**config.mk**
```make
export PLATFORM = sky130hd
export DESIGN_NAME = shift_chain_reader
export DESIGN_NICKNAME = d
export VERILOG_FILES = /design/src/rtl/shift_chain_pkg.sv /design/src/rtl/scan_stabilizer.sv /design/src/rtl/shift_chain_reader.sv
export SDC_FILE = /design/constraint.sdc
export NUM_CORES = 1
export LEC_CHECK = 0
export ABC_CLOCK_PERIOD_IN_PS = 6300
export CORE_MARGIN = 4
export CORE_UTILIZATION = 45
export CTS_BUF_LIST = sky130_fd_sc_hd__clkbuf_8
export DETAILED_ROUTE_END_ITERATION = 8
export PLACE_DENSITY = 0.66
export SETUP_SLACK_MARGIN = 0.2
export SYNTH_ARGS = -nofsm -noshare
export SYNTH_HDL_FRONTEND = slang
export SYNTH_SLANG_ARGS = --single-unit
```
**constraint.sdc**
```tcl
create_clock -name clk -period 6.3 [get_ports clk]
set_input_delay 1.26 -clock clk [delete_from_list [all_inputs] [get_ports clk]]
set_output_delay 1.26 -clock clk [all_outputs]
set_load 0.02 [all_outputs]
```
**src/rtl/shift_chain_pkg.sv**
```systemverilog
// Shared types for the shift-chain reader: FSM encoding and counter width helper.
package shift_chain_pkg;

    typedef enum logic [2:0] {
        ST_IDLE  = 3'd0,
        ST_LOAD  = 3'd1,
        ST_SHIFT = 3'd2,
        ST_DONE  = 3'd3,
        ST_GAP   = 3'd4
    } state_t;

    // Bits needed to hold values 0..max_val (never less than one).
    function automatic int unsigned cnt_width(input int unsigned max_val);
        return (max_val < 2) ? 1 : $clog2(max_val + 1);
    endfunction

endpackage

```
**src/rtl/scan_stabilizer.sv**
```systemverilog
// Debounce helper: tracks the candidate word and how many consecutive scans matched it.
// Used by shift_chain_reader only when SHIFT_CHAIN_DEBOUNCE_EN is defined.
module scan_stabilizer
    import shift_chain_pkg::*;
#(
    parameter int unsigned WIDTH     = 16,
    parameter int unsigned DEB_SCANS = 3
) (
    input  logic             clk,
    input  logic             reset,
    input  logic             strobe,
    input  logic [WIDTH-1:0] word,
    output logic             accept_c
);
    localparam int unsigned CNT_W = cnt_width(DEB_SCANS);

    logic [WIDTH-1:0] cand;
    logic [CNT_W-1:0] cnt;
    logic [CNT_W-1:0] cnt_next;

    // Saturating match count; a differing word restarts the run at one.
    always_comb begin
        cnt_next = cnt;
        if (word != cand) begin
            cnt_next = CNT_W'(1);
        end else if (cnt < CNT_W'(DEB_SCANS)) begin
            cnt_next = cnt + CNT_W'(1);
        end
    end

    assign accept_c = strobe && (cnt_next >= CNT_W'(DEB_SCANS));

    always_ff @(posedge clk or posedge reset) begin
        if (reset) begin
            cand <= '0;
            cnt  <= '0;
        end else if (strobe) begin
            cand <= word;
            cnt  <= cnt_next;
        end
    end

endmodule

```
**src/rtl/shift_chain_reader.sv**
```systemverilog
// Scans a daisy chain of parallel-in/serial-out registers and presents the captured word.
// Define SHIFT_CHAIN_DEBOUNCE_EN to accept a word only after DEB_SCANS identical scans.
module shift_chain_reader
    import shift_chain_pkg::*;
#(
    parameter int unsigned WIDTH    = 16,
    parameter int unsigned CLK_DIV  = 2,
    parameter int unsigned SCAN_GAP = 8
`ifdef SHIFT_CHAIN_DEBOUNCE_EN
    ,
    parameter int unsigned DEB_SCANS = 3
`endif
) (
    input  logic             clk,
    input  logic             reset,
    input  logic             scan_en,
    input  logic             sr_data,
    output logic             sr_clk,
    output logic             sr_load,
    output logic [WIDTH-1:0] data,
    output logic             valid,
    output logic             changed,
    output logic             busy
);
    localparam int unsigned GAP_LAST = (SCAN_GAP > 0) ? SCAN_GAP - 1 : 0;
    localparam int unsigned SLOT_MAX = 2 * CLK_DIV - 1;
    localparam int unsigned PH_MAX   = (SLOT_MAX > GAP_LAST) ? SLOT_MAX : GAP_LAST;
    localparam int unsigned PH_W     = cnt_width(PH_MAX);
    localparam int unsigned BIT_W    = cnt_width(WIDTH - 1);

    state_t           state;
    state_t           state_next;
    logic [PH_W-1:0]  phase;
    logic [PH_W-1:0]  phase_next;
    logic [BIT_W-1:0] bit_cnt;
    logic [BIT_W-1:0] bit_next;
    logic [WIDTH-1:0] shreg;
    logic             load_end;
    logic             slot_end;
    logic             gap_end;
    logic             sample;
    logic             capture;
    logic             take_c;
    logic             sr_clk_d;
    logic             sr_load_d;
    logic             busy_d;

    assign load_end = (phase == PH_W'(CLK_DIV - 1));
    assign slot_end = (phase == PH_W'(SLOT_MAX));
    assign gap_end  = (phase == PH_W'(GAP_LAST));
    assign sample   = (state == ST_SHIFT) && (phase == PH_W'(CLK_DIV - 1));
    assign capture  = (state == ST_SHIFT) && (state_next == ST_DONE);

    always_ff @(posedge clk or posedge reset) begin
        if (reset) begin
            state <= ST_IDLE;
        end else begin
            state <= state_next;
        end
    end

    always_comb begin
        state_next = state;
        unique case (state)
            ST_IDLE:  if (scan_en) state_next = ST_LOAD;
            ST_LOAD:  if (load_end) state_next = ST_SHIFT;
            ST_SHIFT: if (slot_end && (bit_cnt == '0)) state_next = ST_DONE;
            ST_DONE: begin
                if (SCAN_GAP != 0) state_next = ST_GAP;
                else               state_next = scan_en ? ST_LOAD : ST_IDLE;
            end
            ST_GAP:   if (gap_end) state_next = scan_en ? ST_LOAD : ST_IDLE;
            default:  state_next = ST_IDLE;
        endcase
    end

    // Outputs decode the upcoming state so the registered pins line up with the state register.
    always_comb begin
        sr_clk_d  = 1'b0;
        sr_load_d = 1'b1;
        busy_d    = 1'b0;
        unique case (state_next)
            ST_LOAD: begin
                sr_load_d = 1'b0;
                busy_d    = 1'b1;
            end
            ST_SHIFT: begin
                sr_clk_d = (phase_next >= PH_W'(CLK_DIV));
                busy_d   = 1'b1;
            end
            ST_DONE: busy_d = 1'b1;
            default: ;
        endcase
    end

    always_ff @(posedge clk or posedge reset) begin
        if (reset) begin
            sr_clk  <= 1'b0;
            sr_load <= 1'b1;
            busy    <= 1'b0;
        end else begin
            sr_clk  <= sr_clk_d;
            sr_load <= sr_load_d;
            busy    <= busy_d;
        end
    end

    // Phase restarts on every state change and at each bit-slot boundary.
    always_comb begin
        phase_next = phase + PH_W'(1);
        if ((state_next != state) || (state == ST_IDLE) || ((state == ST_SHIFT) && slot_end)) begin
            phase_next = '0;
        end
    end

    always_comb begin
        bit_next = bit_cnt;
        if (state == ST_LOAD) begin
            bit_next = BIT_W'(WIDTH - 1);
        end else if ((state == ST_SHIFT) && slot_end) begin
            bit_next = bit_cnt - BIT_W'(1);
        end
    end

    always_ff @(posedge clk or posedge reset) begin
        if (reset) begin
            phase   <= '0;
            bit_cnt <= '0;
            shreg   <= '0;
        end else begin
            phase   <= phase_next;
            bit_cnt <= bit_next;
            if (sample) begin
                shreg <= WIDTH'({shreg, sr_data});
            end
        end
    end

`ifdef SHIFT_CHAIN_DEBOUNCE_EN
    scan_stabilizer #(
        .WIDTH     (WIDTH),
        .DEB_SCANS (DEB_SCANS)
    ) u_stabilizer (
        .clk      (clk),
        .reset    (reset),
        .strobe   (capture),
        .word     (shreg),
        .accept_c (take_c)
    );
`else
    assign take_c = 1'b1;
`endif

    // Word handoff happens on entry to DONE so valid/changed are visible during DONE.
    always_ff @(posedge clk or posedge reset) begin
        if (reset) begin
            data    <= '0;
            valid   <= 1'b0;
            changed <= 1'b0;
        end else begin
            valid   <= capture;
            changed <= capture && take_c && (shreg != data);
            if (capture && take_c) begin
                data <= shreg;
            end
        end
    end

endmodule

```
==> metrics.md, run 1 <==
| Metric | Value |
|---|---|
| Total GRT Usage | 13.21% |
| Adder-cell share of the synthesized area | 3.513% |
| RR Startpoint | phase[0]$_DFF_PP0_ |
| Worst Hold Class | reg -> reg |
| Achievable Freq | 375.2 MHz |
| Fin util | 55.59% |
| Grt total ovfl | 0 |
| RePlAce Congestion | 0.7548 |
| Worst slew margin | 51.84% |
| Worst setup EP type | output port |
| Width of the die | 76.91 um |
| I/O Buffers | 24 |
| Area Overhead vs Synth | 16.39% |
| Synth Area in Compound Gates | 2.225% |
| Global-route wire length before repair | 6182 um |
| Crit start category | flop |
| Largest net degree at the start of global routing | 48 |
| Post-Synth Simple-Gate Area | 9.251% |
| Worst setup margin | 3.635 ns |
| Core ar. | 0.004474 mm^2 |
| Share of cells above drive strength 1 | 26.78% |
| Ports | 25 |
| Post-route clock period utilization | 42.31% |
| Hold Fails Final Rpt | 0 |
| CP Buf/Inv Count | 1 |
| Worst-margin pin slew | 0.7206 ns |
| Crit path max fanout | 1 |
| ANT cells | 0 |
| Drt wl/cell | 15.05 um |
| Fin. max-slew vios | 0 |
| Top area cells in the synthesized netlist | dfrtp_1, mux2_2, xnor2_1, mux2_4, ha_1 |
| Max-cap viol count | 0 |
| Clk root buf | clkbuf_8 |
| Yosys synthesis warning count | 0 |
| DR vias | 1227 |
| Slowest stage delay, CP | 0.59 ns |
| Post-synth cell types | 29 |
| TritonCTS Buffers | 5 |
| # rows | 24 |
| CP top delay family | buffers and inverters |
| Mapped Area | 0.002137 mm^2 |
| Setup CP Type | reg -> out |
| Clock net sink count | 47 |
| CTS tree | built |
| Largest family of logic cells by synthesized area | multiplexers |
| Hold path startpoint | phase[0]$_DFF_PP0_ |
| Sequential share of the synthesized area | 55.09% |
| Cell with the most instances after synthesis | dfrtp_1 |
| Setup crit start | sr_load$_DFF_PP1_ |
| Synth area leader | dfrtp_1 |
| Synth cell count leaders | dfrtp_1, mux2_2, xnor2_1, inv_1, nand2_1 |
| Net count, final | 192 |
| Drt pass-1 iters | 3 |
| Post-synth EDFFs | 0 |
| CTS Hold Bufs | 0 |
| Cell Pwr Density | 200.9 mW/mm^2 |
| Worst path cell trace | clkdlybuf4s50_1 |
| Xor/xnor share of the synthesized area | 7.787% |
| Antenna violations before repair | 0 |
| Mapped Cells | 154 |
| ANT nets after route | 0 |
| Fin crit period | 2.665 ns |
| Syn nets | 164 |
| Post-synthesis area per instance | 13.88 um^2 |
| Top_reg_cell synth | dfrtp_1 |
| DP HPWL | 2519 um |
| Design area | 0.002487 mm^2 |
| Synth top area share | 53.86% |
| Initial core utilization | 47.76% |
| Async SR Flop Fraction | 100.0% |
| Pre-CTS setup slack | 3.952 ns |
| CTS Buffer Depth | 2 |
| Post-Place Cells | 227 |
| Number of buffers added for setup after CTS | 0 |
| Die ar. | 0.005915 mm^2 |
| Gates resized, CTS repair | 0 |
| Critical path arrival | 1.41 ns |
| Drt drc | 0 |
| DR vias/cell | 5.221 |
| Worst-Skew Late Latency | 0.30 ns |
| Skew final | 0.01094 ns |
| Worst path slowest cell | clkdlybuf4s50_1 |
| Final setup viols | 0 |
| Critical Path RT | 5.04 ns |
| Finished Layout Cells | 235 |
| Iteration-0 DRC Markers | 45 |
| Multiplexer area fraction after synthesis | 18.56% |
| Unrepaired setup endpoints after global routing | no |
| Area post-placement | 0.002404 mm^2 |
| H-tree Lvls | 2 |
| Static leakage | 0.001129 uW |
| FF+latch count, synth | 47 |
| Routed Wire Length | 3536 um |
| CTS clk-pin slew, worst paths | 0.08 ns |
| Number of global-route vias before repair | 1313 |
| Max IR drop VDD | 0.1152 mV |
| Die height | 76.91 um |
| Final setup TNS | 0 ns |
| Status | finished clean |
-- state kept, by name, indices dropped and copies added (netlist names) --
register  flops
state         3
phase         3
data         16
bit_cnt       4
changed       1
shreg        16
valid         1
sr_load       1
sr_clk        1
busy          1
-- layout by cell type, fill, tap and decap left out, types with 3 or more instances in the layout --
master and count:
clkbuf_8 5, clkdlybuf4s50_1 24, clkinv_2 3, dfrtp_1 46, ha_1 6, inv_1 7
mux2_2 25, mux2_4 7, nand2_1 8, nand4_1 4, nor2_1 7, xnor2_1 19
-- per-layer routing --
| metal | track usage (%) | up-vias | share of wire [%] | routed length, um |
|---|---|---|---|---|
| li1 | - | 576 | - | - |
| met1 | 16.55 | 624 | 46 | 1635 |
| met2 | 20.73 | 22 | 48 | 1691 |
| met3 | 5.035 | 5 | 4.6 | 162 |
| met4 | 4.891 | 0 | 1.3 | 47 |
| met5 | 0 | - | 0 | 0 |
-- cells by family after synthesis --
group           count (synthesis)
flops                          47
xor+xnor                       19
simple gates                   31
buf+inv                        12
mux                            33
compound gates                  6
fa+ha+maj                       6
-- metrics by stage --
step / hold WS, ns / power, uW
finish: 0.4661 / 499.7
global route: 0.4956 / 523.3
CTS: 0.4706 / 508.6
detailed placement: 0.4595 / 334.4
global placement: 0.4463 / 333.6
floorplan: 0.4356 / 327.6
-- area by class of cell --
type / count / area, um^2
fill: 362 / 1987
timing repair buffer: 25 / 247.7
sequential: 47 / 1177
clock inverter: 3 / 15.01
inverter: 8 / 30.03
clock buffer: 5 / 68.82
multi-input combinational: 95 / 883.3
tap: 52 / 65.06
-- report_power, final --
group	internal, uW	switching (uW)
sequential	306	4.91
clock	76.0	96.1
combinational	8.23	8.83
-- path summary, 6_finish.rpt --
kind / end / slack [ns] / cells after the start
min in group asynchronous: shreg[1]$_DFFE_PP0P_ / 1.42 / 3
setup reg to reg: data[1]$_DFFE_PP0P_ / 4.20 / 5
hold / removal: phase[0]$_DFF_PP0_ / 0.47 / 1
max in group asynchronous: data[11]$_DFFE_PP0P_ / 4.48 / 3
setup / recovery: sr_load / 3.63 / 1
hold reg to reg: phase[0]$_DFF_PP0_ / 0.47 / 1
Note: power is estimated with default switching activity, not from simulation.
==> run 2: changes to the inputs <==
--- a/config.mk
+++ b/config.mk
@@ -5,12 +5,12 @@
 export SDC_FILE = /design/constraint.sdc
 export NUM_CORES = 1
 export LEC_CHECK = 0
-export ABC_CLOCK_PERIOD_IN_PS = 6300
+export ABC_CLOCK_PERIOD_IN_PS = 2400
 export CORE_MARGIN = 4
 export CORE_UTILIZATION = 45
 export CTS_BUF_LIST = sky130_fd_sc_hd__clkbuf_8
 export DETAILED_ROUTE_END_ITERATION = 8
-export PLACE_DENSITY = 0.66
+export PLACE_DENSITY = 0.69
 export SETUP_SLACK_MARGIN = 0.2
 export SYNTH_ARGS = -nofsm -noshare
 export SYNTH_HDL_FRONTEND = slang
==> constraint.sdc (replaced) <==
create_clock -name clk -period 2.4 [get_ports clk]
set_input_delay 0.48 -clock clk [delete_from_list [all_inputs] [get_ports clk]]
set_output_delay 0.48 -clock clk [all_outputs]
set_load 0.02 [all_outputs]
==> metrics.md, run 2 (same netlist as run 1, synthesis figures left out) <==
| Metric | Value |
|---|---|
| Core ar. | 0.004474 mm^2 |
| TritonCTS Buffers | 5 |
| Worst path slowest cell | or4b_4 |
| Share of cells above drive strength 1 | 25.68% |
| Fin crit period | 2.119 ns |
| Fillers | 372 |
| Cell Pwr Density | 521.0 mW/mm^2 |
| Finished Layout Cells | 235 |
| Slowest stage delay, CP | 0.69 ns |
| Max IR drop VDD | 0.3196 mV |
| Status | finished clean |
| Hold Fails Final Rpt | 0 |
| Clk root buf | clkbuf_8 |
| Worst path cell trace | ha_1, ha_1, nand4bb_4, or4b_4, mux2_4 |
| Total GRT Usage | 13.46% |
| Net count, final | 192 |
| Initial core utilization | 47.76% |
| Final setup TNS | 0 ns |
| Max-cap viol count | 0 |
| DR vias | 1214 |
| Width of the die | 76.91 um |
| Drt drc | 0 |
| Worst-margin pin slew | 0.7292 ns |
| Critical Path RT | 2.58 ns |
| CTS clk-pin slew, worst paths | 0.08 ns |
| CP top delay family | simple AND/OR/NAND/NOR gates |
| DP HPWL | 2657 um |
| DR vias/cell | 5.166 |
| Die height | 76.91 um |
| CTS Buffer Depth | 2 |
| Biggest regs | data (16), shreg (16), bit_cnt (4) |
| I/O Buffers | 24 |
| Iteration-0 DRC Markers | 56 |
| H-tree Lvls | 2 |
| ANT cells | 0 |
| Design area | 0.002497 mm^2 |
| Most common cell after layout, fill and taps aside | dfrtp_1 |
| Worst Hold Class | reg -> reg |
| Most frequent cells in the layout | dfrtp_1, mux2_2, clkdlybuf4s50_1 |
| Grt total ovfl | 0 |
| Gates resized, CTS repair | 0 |
| Worst-Skew Late Latency | 0.29 ns |
| Global-route wire length before repair | 6258 um |
| # rows | 24 |
| Number of buffers added for setup after CTS | 0 |
| Worst setup EP type | flop |
| Skew final | 0.006110 ns |
| Post-Place Cells | 227 |
| Drt wl/cell | 15.78 um |
| Static leakage | 0.001137 uW |
| CTS Hold Bufs | 0 |
| CP most frequent cell | ha_1 |
| Number of global-route vias before repair | 1293 |
| Reg-to-reg slack, setup | 0.28 ns |
| Critical path arrival | 2.30 ns |
| Die ar. | 0.005915 mm^2 |
| Largest net degree at the start of global routing | 30 |
| Area post-placement | 0.002416 mm^2 |
| Worst slew margin | 51.27% |
| RePlAce Congestion | 0.8060 |
| Final setup viols | 0 |
| Crit start category | flop |
| Unrepaired setup endpoints after global routing | no |
| Setup CP Type | reg -> reg |
| Clock net sink count | 47 |
| Crit path max fanout | 19 |
| Fin Hold WS | 0.4791 ns |
| CTS tree | built |
| Routed Wire Length | 3709 um |
| Area Overhead vs Synth | 16.86% |
| Fin. max-slew vios | 0 |
| Achievable Freq | 472.0 MHz |
| Ports | 25 |
| Antenna violations before repair | 0 |
| Drt pass-1 iters | 4 |
| CP Buf/Inv Count | 0 |
| ANT nets after route | 0 |
| Post-route clock period utilization | 88.27% |
-- run 2: changes by cell type in the layout (fill, tap and decap cells not counted) --
| cell | change |
|---|---|
| buf_12 | +1 |
| buf_4 | -1 |
| clkinv_2 | -2 |
| inv_1 | +2 |
-- run 2: stage by stage --
stage	setup WS [ns]	util (%)	total power (uW)
after floorplan	0.3368	-	859.9
after global placement	0.3441	54.00	878.2
after detailed placement	0.2781	54.00	880.7
after CTS	0.2762	55.82	1317
after global routing	0.2261	55.82	1363
final	0.2814	55.82	1301
-- run 2: final cells by class --
type | instances | area, um^2 | area share [%]
Sequential cell | 47 | 1177 | 47.14
Tap cell | 52 | 65.06 | 2.605
Timing Repair Buffer | 25 | 260.3 | 10.42
Inverter | 8 | 30.03 | 1.202
Clock buffer | 5 | 68.82 | 2.756
Multi-Input combinational cell | 95 | 883.3 | 35.37
Clock inverter | 3 | 12.51 | 0.5010
-- run 2: worst paths after layout --
kind / endpoint / cells past startpoint / from
min: phase[0]$_DFF_PP0_ / 1 / phase[0]$_DFF_PP0_
max: data[1]$_DFFE_PP0P_ / 5 / phase[0]$_DFF_PP0_
max reg2reg: data[1]$_DFFE_PP0P_ / 5 / phase[0]$_DFF_PP0_
min in group asynchronous: data[0]$_DFFE_PP0P_ / 2 / reset
max in group asynchronous: sr_load$_DFF_PP1_ / 3 / reset
min reg2reg: phase[0]$_DFF_PP0_ / 1 / phase[0]$_DFF_PP0_
-- run 2: per-layer routing --
metal	up-vias	wire [um]	track usage [%]
met5	-	0	0
li1	572	-	-
met2	27	1762	21.34
met1	611	1736	17.48
met3	4	167	4.684
met4	0	42	3.804
-- run 2: power breakdown --
| part | internal, uW | switching, uW | leakage [uW] |
|---|---|---|---|
| Combinational | 23.8 | 24.7 | 0.000491 |
| Sequential | 802 | 13.0 | 0.000595 |
| Clock | 196 | 241 | 0.0000505 |
==> run 3: changes to the inputs <==
--- a/config.mk
+++ b/config.mk
@@ -5,7 +5,6 @@
 export SDC_FILE = /design/constraint.sdc
 export NUM_CORES = 1
 export LEC_CHECK = 0
-export ABC_CLOCK_PERIOD_IN_PS = 2400
 export CORE_MARGIN = 4
 export CORE_UTILIZATION = 45
 export CTS_BUF_LIST = sky130_fd_sc_hd__clkbuf_8
@@ -14,4 +13,5 @@
 export SETUP_SLACK_MARGIN = 0.2
 export SYNTH_ARGS = -nofsm -noshare
 export SYNTH_HDL_FRONTEND = slang
+export SYNTH_HIERARCHICAL = 1
 export SYNTH_SLANG_ARGS = --single-unit
==> results of run 3 <==
Final layout, timing and power as in run 2 (identical DEF).
Main changes from that run: Yosys warning count 0 -> 6
